### config.mk
export PLATFORM = sky130hd
export DESIGN_NAME = station_scheduler
export DESIGN_NICKNAME = d
export VERILOG_FILES = /design/src/rtl/station_scheduler.sv
export SDC_FILE = /design/constraint.sdc
export NUM_CORES = 1
export LEC_CHECK = 0
export ABC_AREA = 1
export BUFFER_PORTS_ARGS = -buffer_cell sky130_fd_sc_hd__clkbuf_2
export CAP_MARGIN = 30
export CORE_ASPECT_RATIO = 1.75
export CORE_MARGIN = 5
export CORE_UTILIZATION = 47
export DETAILED_ROUTE_END_ITERATION = 12
export HOLD_SLACK_MARGIN = 0.08
export PLACE_DENSITY_LB_ADDON = 0.1
export SLEW_MARGIN = 20
export SYNTH_ARGS = -nofsm -noshare
export SYNTH_HDL_FRONTEND = slang
export SYNTH_SLANG_ARGS = --single-unit
export TNS_END_PERCENT = 10
### constraint.sdc
create_clock -name clock -period 5.9 [get_ports clock]
set_input_delay 1.18 -clock clock [delete_from_list [all_inputs] [get_ports clock]]
set_output_delay 1.18 -clock clock [all_outputs]
set_load 0.01 [all_outputs]
### src/rtl/station_scheduler.sv
// Reservation-station control: lowest-free allocation for issue, round-robin
// arbitration of the shared result bus, and a registered bus broadcast.
module station_scheduler #(
  parameter int SIZE               = 32,
  parameter int STATION_COUNT      = 4,
  parameter int STATION_INDEX_SIZE = $clog2(STATION_COUNT)
) (
  input  logic                          clock,
  input  logic                          reset,
  input  logic                          flush,
  input  logic                          issue_valid,
  output logic                          issue_ready,
  output logic [STATION_INDEX_SIZE-1:0] issue_station,
  output logic [STATION_COUNT-1:0]      station_load,
  output logic [STATION_COUNT-1:0]      station_set_unoccupied,
  input  logic [STATION_COUNT-1:0]      station_occupied,
  input  logic [STATION_COUNT-1:0]      station_result_ready,
  input  logic [STATION_COUNT*SIZE-1:0] station_result,
  output logic                          bus_asserted,
  output logic [STATION_INDEX_SIZE-1:0] bus_source,
  output logic [SIZE-1:0]               bus_value
);

  localparam logic [STATION_INDEX_SIZE:0] COUNT_W = (STATION_INDEX_SIZE+1)'(STATION_COUNT);

  logic [STATION_COUNT-1:0]      free_s;
  logic [STATION_COUNT-1:0]      cand_s;
  logic                          alloc_found_s;
  logic [STATION_INDEX_SIZE-1:0] alloc_idx_s;
  logic                          grant_found_s;
  logic                          grant_valid_s;
  logic [STATION_INDEX_SIZE-1:0] grant_idx_s;
  logic [STATION_INDEX_SIZE:0]   sum_s;
  logic [STATION_INDEX_SIZE:0]   pos_s;
  logic [STATION_INDEX_SIZE-1:0] rr_next_s;
  logic [STATION_INDEX_SIZE-1:0] rr_ptr_r;

  assign free_s = ~station_occupied;
  assign cand_s = station_occupied & station_result_ready;

  // Lowest-index free station; descending scan lets the lowest index win.
  always_comb begin
    alloc_found_s = 1'b0;
    alloc_idx_s   = '0;
    for (int i = STATION_COUNT - 1; i >= 0; i--) begin
      alloc_found_s = free_s[i] ? 1'b1 : alloc_found_s;
      alloc_idx_s   = free_s[i] ? STATION_INDEX_SIZE'(i) : alloc_idx_s;
    end
  end

  // Round-robin search from rr_ptr_r upward; descending offset keeps the nearest candidate.
  always_comb begin
    grant_found_s = 1'b0;
    grant_idx_s   = '0;
    sum_s         = '0;
    pos_s         = '0;
    for (int k = STATION_COUNT - 1; k >= 0; k--) begin
      sum_s = {1'b0, rr_ptr_r} + (STATION_INDEX_SIZE+1)'(k);
      pos_s = (sum_s >= COUNT_W) ? (sum_s - COUNT_W) : sum_s;
      grant_found_s = cand_s[pos_s[STATION_INDEX_SIZE-1:0]] ? 1'b1 : grant_found_s;
      grant_idx_s   = cand_s[pos_s[STATION_INDEX_SIZE-1:0]] ? pos_s[STATION_INDEX_SIZE-1:0]
                                                            : grant_idx_s;
    end
  end

  assign grant_valid_s = grant_found_s && !flush && !reset;
  assign rr_next_s = (grant_idx_s == STATION_INDEX_SIZE'(STATION_COUNT - 1))
                   ? '0 : grant_idx_s + STATION_INDEX_SIZE'(1);

  // Issue handshake and station strobes; reset beats flush beats issue/grant.
  always_comb begin
    issue_ready            = 1'b0;
    issue_station          = '0;
    station_load           = '0;
    station_set_unoccupied = '0;
    if (reset) begin
      issue_ready = 1'b0;
    end else if (flush) begin
      station_set_unoccupied = station_occupied;
    end else begin
      issue_ready   = alloc_found_s;
      issue_station = alloc_found_s ? alloc_idx_s : '0;
      if (issue_valid && alloc_found_s) begin
        station_load[alloc_idx_s] = 1'b1;
      end else begin
        station_load = '0;
      end
      if (grant_valid_s) begin
        station_set_unoccupied[grant_idx_s] = 1'b1;
      end else begin
        station_set_unoccupied = '0;
      end
    end
  end

  // Result bus register and round-robin pointer.
  always_ff @(posedge clock) begin
    if (reset) begin
      bus_asserted <= 1'b0;
      bus_source   <= '0;
      bus_value    <= '0;
      rr_ptr_r     <= '0;
    end else if (flush) begin
      bus_asserted <= 1'b0;
      rr_ptr_r     <= '0;
    end else if (grant_valid_s) begin
      bus_asserted <= 1'b1;
      bus_source   <= grant_idx_s;
      bus_value    <= station_result[grant_idx_s*SIZE +: SIZE];
      rr_ptr_r     <= rr_next_s;
    end else begin
      bus_asserted <= 1'b0;
    end
  end

endmodule
# Word-level counts from Yosys, hierarchy flattened
# Index checks and enable logic that the tools add are counted.
# totals
reg_bits,37
latchBits,0
ram_bits,0
mem_bits_ro,0
input_bits,140
out_inout_bits,46
n_memories,0
# op_classes
addsub,8
n_mul,0
div_mod_pow,0
n_lt_le_gt_ge,12
eq_ne,1
n_shift,1
muxes,45
n_bitwise,3
reduce_logical,9
# op_table
cell,count
$shiftx A128 B8 Y32,1
$mux W2,16
$mux W4,6
$lt A2 B3 Y1 const B,6
$mux W1,17
$ge A3 B3 Y1 const B,3
$bmux W1 S2,4
$sub A2 B1 Y2 const B,4
$add A2 B2 Y3 const B,2
$logic_and A1 B1 Y1,5
$and A4 B4 Y4,1
$demux W1 S2,2
$ge A2 B1 Y1 const B,2
$not A4 Y4,1
$add A2 B1 Y3 const B,1
$ge A2 B3 Y1 const B,1
$add A2 B1 Y2 const B,1
$eq A2 B2 Y1 const B,1
$logic_not A1 Y1,2
$reduce_and A2 Y1,1
$reduce_or A2 Y1,1
$not A1 Y1,1

# Logic depth before layout (Yosys ltp)
# logic_depth
depth_word,16
depth_mapped,15
ltp_nobuf,13

# Worst setup path before layout
# No wires, ideal clock.
# synth_timing
path_kind,in2out
start,in station_occupied[3]
end,out station_set_unoccupied[3]
arrival_ns,2.423
required_ns,4.720
slack_ns,2.297
stages,11
n_path_buf,1
cell_sequence,nand2_1 -> nand2_1 -> nand3_1 -> nand2_1 -> nor2_1 -> nand3_2 -> nand2_2 -> buf_2 -> ha_1 -> nand2_1 -> a21oi_1
# synth_between
elab_chain_len,14
word_cells_on_any_way,27
cone_classes,order compare: 2; mux: 21; bitwise: 1; reduce/logical: 3
# synth_lines
item,line_no,text
from (decl),16,"input logic [STATION_COUNT-1:0] station_occupied,"
$and A4 B4 Y4,39,assign cand_s = station_occupied & station_result_ready;
$bmux W1 S2,"60, 61",
$mux W1 (implied by the code),"60, 61",
$mux W2 (4 in a row),61,grant_idx_s = cand_s[pos_s[STATION_INDEX_SIZE-1:0]] ? pos_s[STATION_INDEX_SIZE-1:0]
$lt A2 B3 Y1 (implied by the code) / $ge A2 B1 Y1 (equally long branches),89,station_set_unoccupied[grant_idx_s] = 1'b1;
$logic_and A1 B1 Y1 (implied by the code),89,
$mux W1 (implied by the code),89,
$demux W1 S2,89,
$mux W4,88,if (grant_valid_s) begin
$mux W4 *,78,end else if (flush) begin
$mux W4 *,76,if (reset) begin
to (decl),15,"output logic [STATION_COUNT-1:0] station_set_unoccupied,"
# Every way passes the cells marked *; elsewhere a longest branch is shown, timed or not. The select of a mux whose other input is x is not followed.

# Final worst setup path
# layout_timing
start,in station_occupied[3]
end,out station_set_unoccupied[1]
# layout_between
elab_chain_len,14
word_cells_on_any_way,27
cone_classes,order compare: 2; mux: 21; bitwise: 1; reduce/logical: 3
# layout_lines
item,line_no
$and A4 B4 Y4 *,39
$bmux W1 S2,"60, 61"
$mux W1 (implied by the code),"60, 61"
$mux W2 (4 in a row),61
$lt A2 B3 Y1 (implied by the code) / $ge A2 B1 Y1 (equally long branches),89
$logic_and A1 B1 Y1 (implied by the code),89
$mux W1 (implied by the code),89
$demux W1 S2,89
$mux W4 *,88
$mux W4 *,78
$mux W4 *,76
# Marks and branches as above.

==> out/qor.txt <==
sequential power share: 38.1%
Initial Util: 47.4%
Slew Viols, Final: 0
Synth area leaders: dfxtp_1 25%, nand2_1 23%, nand3_1 21%
Worst R2R End: rr_ptr_r[0]$_SDFFE_PP0N_
Switch Pwr: 307 µW
critical path's slowest cell: nand2_2
Final Power: 802 µW
largest net degree at the start of global routing: 41
Inserted Clock Buffers: 5
sw frac: 38.3%
Comb power frac: 39.6%
DR WL/cell: 12.3 µm
Clk Latency, worst-skew pair: 0.30 ns
Antenna Nets Post-Route: 0
placed inst area: 3760 µm²
Max stage delay on crit path: 0.52 ns
Layout Skew: 0.00867 ns
Layout Nets: 827
worst path required time: 4.72 ns
RR Startpoint: rr_ptr_r[0]$_SDFFE_PP0N_
relative slew slack: 58.7%
Synth top area share: 25.5%
WP data arrival: 3.74 ns
Fin. Hold Viols: 0
Max Fclk: 203 MHz
RSZ-0062 raised after global routing: false
routability cong.: 0.928
Layout Utilization: 62.7%
met3 Use GR: 6.88%
diode count: 0
PortBufs: 185
Post-DP HPWL: 7.35 mm
crit path time final: 4.92 ns
crit path cell chain: clkbuf_2 > nand2_1 > nand2_1 > nand3_1 > nand2_1 > nor2_1 > nand3_2 > buf_4 > nand2_2 > inv_2 > nor2_1 > nand2_1 > a21oi_1 > clkbuf_2
DR pass1 iterations: 5
DR vias: 3750
critical path class: primary input to output pin
Worst Setup SP: station_occupied[3]
area leader, netlist: dfxtp_1
Overall Global Routing Usage: 23.1%
drt drc: 0
setup repair bufs after CTS: 0
grt peak-use layer: met2
met2 GRT Util: 44.1%
Avg Cell Area, Syn: 5.59 µm²
DRT iter0 DRCs: 194
Clk Tree Root Cell: clkbuf_8
row count: 38
Crit path depth: 14
Area growth syn-to-layout: 32.3%
Power Dens Cells: 208 nW/µm²
Synth Net Count: 661
layout cells sized above 1: 30.3%
status: complete, no violations
Synth cell types: 29
R2R setup slack: 2.85 ns
Clock power frac: 22.3%
Cells after Synth: 520
core area: 6130 µm²
first-pass GRT wire length: 15.1 mm
Max FO, Critical Path: 39
CTS Hold Bufs: 0
cell area after layout: 3850 µm²
DIE AREA: 7920 µm²
antenna violations before repair: 0
pre-CTS WS: 0.960 ns
leak pwr: 0.00233 µW
grt ovf: 0
Final setup viols: 0
Pint: 495 µW
TNS Setup: 0 ns
met1 Usage GRT: 23.0%
Die X: 69.4 µm
cell seen most often among critical-path stages: nand2_1
CTS tree: done
vias in the first global route: 3569
Top delay family on crit path: simple AND/OR/NAND/NOR gates
die height: 114 µm
MaxCap Viol Count: 0
cts repair resizes: 0
PnR worst setup slack: 0.980 ns
worst hold path class: register to register
Clock Sinks: 37
worst setup path end: station_set_unoccupied[1]
buffer and inverter count on the worst path: 4
Warnings, synthesis: 0
synthesized area: 2910 µm²
startpoint types: primary input
fin crit share: 83.4%
actual slew at the worst max-slew pin: 0.617 ns
Max clock buf depth: 2
register area share after synthesis: 25.5%
Via density: 4.89
Setup crit end kind: output pin
R2R depth: 11
Routed WL: 9.40 mm
Peak VDD IR: 0.000126 V
Max H-tree Level: 2
IO Pins: 186
clk slew on worst S/H paths: 0.08 ns
register bit total from synthesis: 37
==> layer usage <==
| metal | vias up | routed length, µm |
|---|---|---|
| li1 | 1962 | - |
| met1 | 1609 | 3610 |
| met2 | 160 | 4800 |
| met3 | 19 | 779 |
| met4 | 0 | 211 |
| met5 | - | 0 |
==> worst register-to-register path, stage by stage (launching register included) <==
cell      delay [ns]
dfxtp_1         0.63
inv_4           0.08
nand2_1         0.12
nand3_1         0.13
nand2_1         0.11
nor2_1          0.05
nand3_2         0.06
buf_4           0.35
nand2_2         0.47
inv_2           0.54
nor2_1          0.15
a211oi_1        0.23
==> power by group through the flow <==
stage               registers [µW]  logic (µW)  clock network, µW
floorplan                      323         200                  0
global placement               310         314                  0
detailed placement             311         320                  0
CTS                            305         321                185
global route                   310         359                197
finish                         305         317                179
==> cells in the final DEF (no fill, tap or decap), types with 2 or more instances in the layout <==
cell type | Yosys | layout
nor4_1 | 2 | 2
nand2_1 | 177 | 177
clkbuf_2 | 0 | 185
nor3_1 | 2 | 2
o21ai_0 | 3 | 3
inv_1 | 51 | 51
clkinv_2 | 0 | 2
clkbuf_8 | 0 | 5
dfxtp_1 | 37 | 37
buf_4 | 7 | 6
a21oi_1 | 5 | 5
nand2_2 | 3 | 3
or2_1 | 5 | 5
nor2_1 | 61 | 61
inv_2 | 2 | 2
or2_0 | 5 | 5
nand3_1 | 123 | 123
==> sequential cells by signal, indices dropped and copies added, names as in the netlist <==
register      count
bus_asserted      1
bus_source        2
bus_value        32
rr_ptr_r          2
==> kinds of logic (layout without fill, tap and decap cells) <==
kind of cell    Yosys count  after routing  share of synthesized area [%]
fa+ha+maj                 1              1                          0.430
buf+inv                  87            254                           14.7
flops                    37             37                           25.5
compound gates           13             13                           2.58
simple gates            380            380                           56.2
xor+xnor                  2              2                          0.603
==> cell usage after synthesis (all sizes together) <==
cell	count
nand2	180
nand3	124
nor2	62
inv	54
dfxtp	37
buf	29
or2	10
a21oi	5
o21ai	5
clkbuf	3
nor3	2
nor4	2
a211oi	1
a22oi	1
a31oi	1
clkinv	1
ha	1
xnor2	1
xor2	1
==> final cells by class <==
| class | instances | area [µm²] |
|---|---|---|
| Fill cell | 675 | 2290 |
| Multi-Input combinational cell | 396 | 1740 |
| Timing Repair Buffer | 191 | 971 |
| Sequential cell | 37 | 741 |
| Inverter | 55 | 209 |
| Tap cell | 80 | 100 |
| Clock buffer | 5 | 68.8 |
| Clock inverter | 3 | 17.5 |
==> metrics by stage <==
step / instances / hold slack, ns
after floorplan: 520 / 0.491
after global placement: 759 / 0.460
after detailed placement: 759 / 0.467
after CTS: 767 / 0.480
after global routing: 767 / 0.505
final: 767 / 0.476
==> worst min-delay path by stage <==
stage                     cells after the start  slack (ns)                         end                       start
final                                         2        0.48  bus_value[20]$_SDFFE_PP0P_  bus_value[20]$_SDFFE_PP0P_
after global placement                        2        0.46  bus_value[19]$_SDFFE_PP0P_  bus_value[19]$_SDFFE_PP0P_
after CTS                                     2        0.48  bus_value[20]$_SDFFE_PP0P_  bus_value[20]$_SDFFE_PP0P_
after detailed placement                      2        0.47  bus_value[20]$_SDFFE_PP0P_  bus_value[20]$_SDFFE_PP0P_
after floorplan                               2        0.49  bus_value[19]$_SDFFE_PP0P_  bus_value[19]$_SDFFE_PP0P_
after global routing                          2        0.51  bus_value[18]$_SDFFE_PP0P_  bus_value[18]$_SDFFE_PP0P_
(Power assumes the default switching activity.)
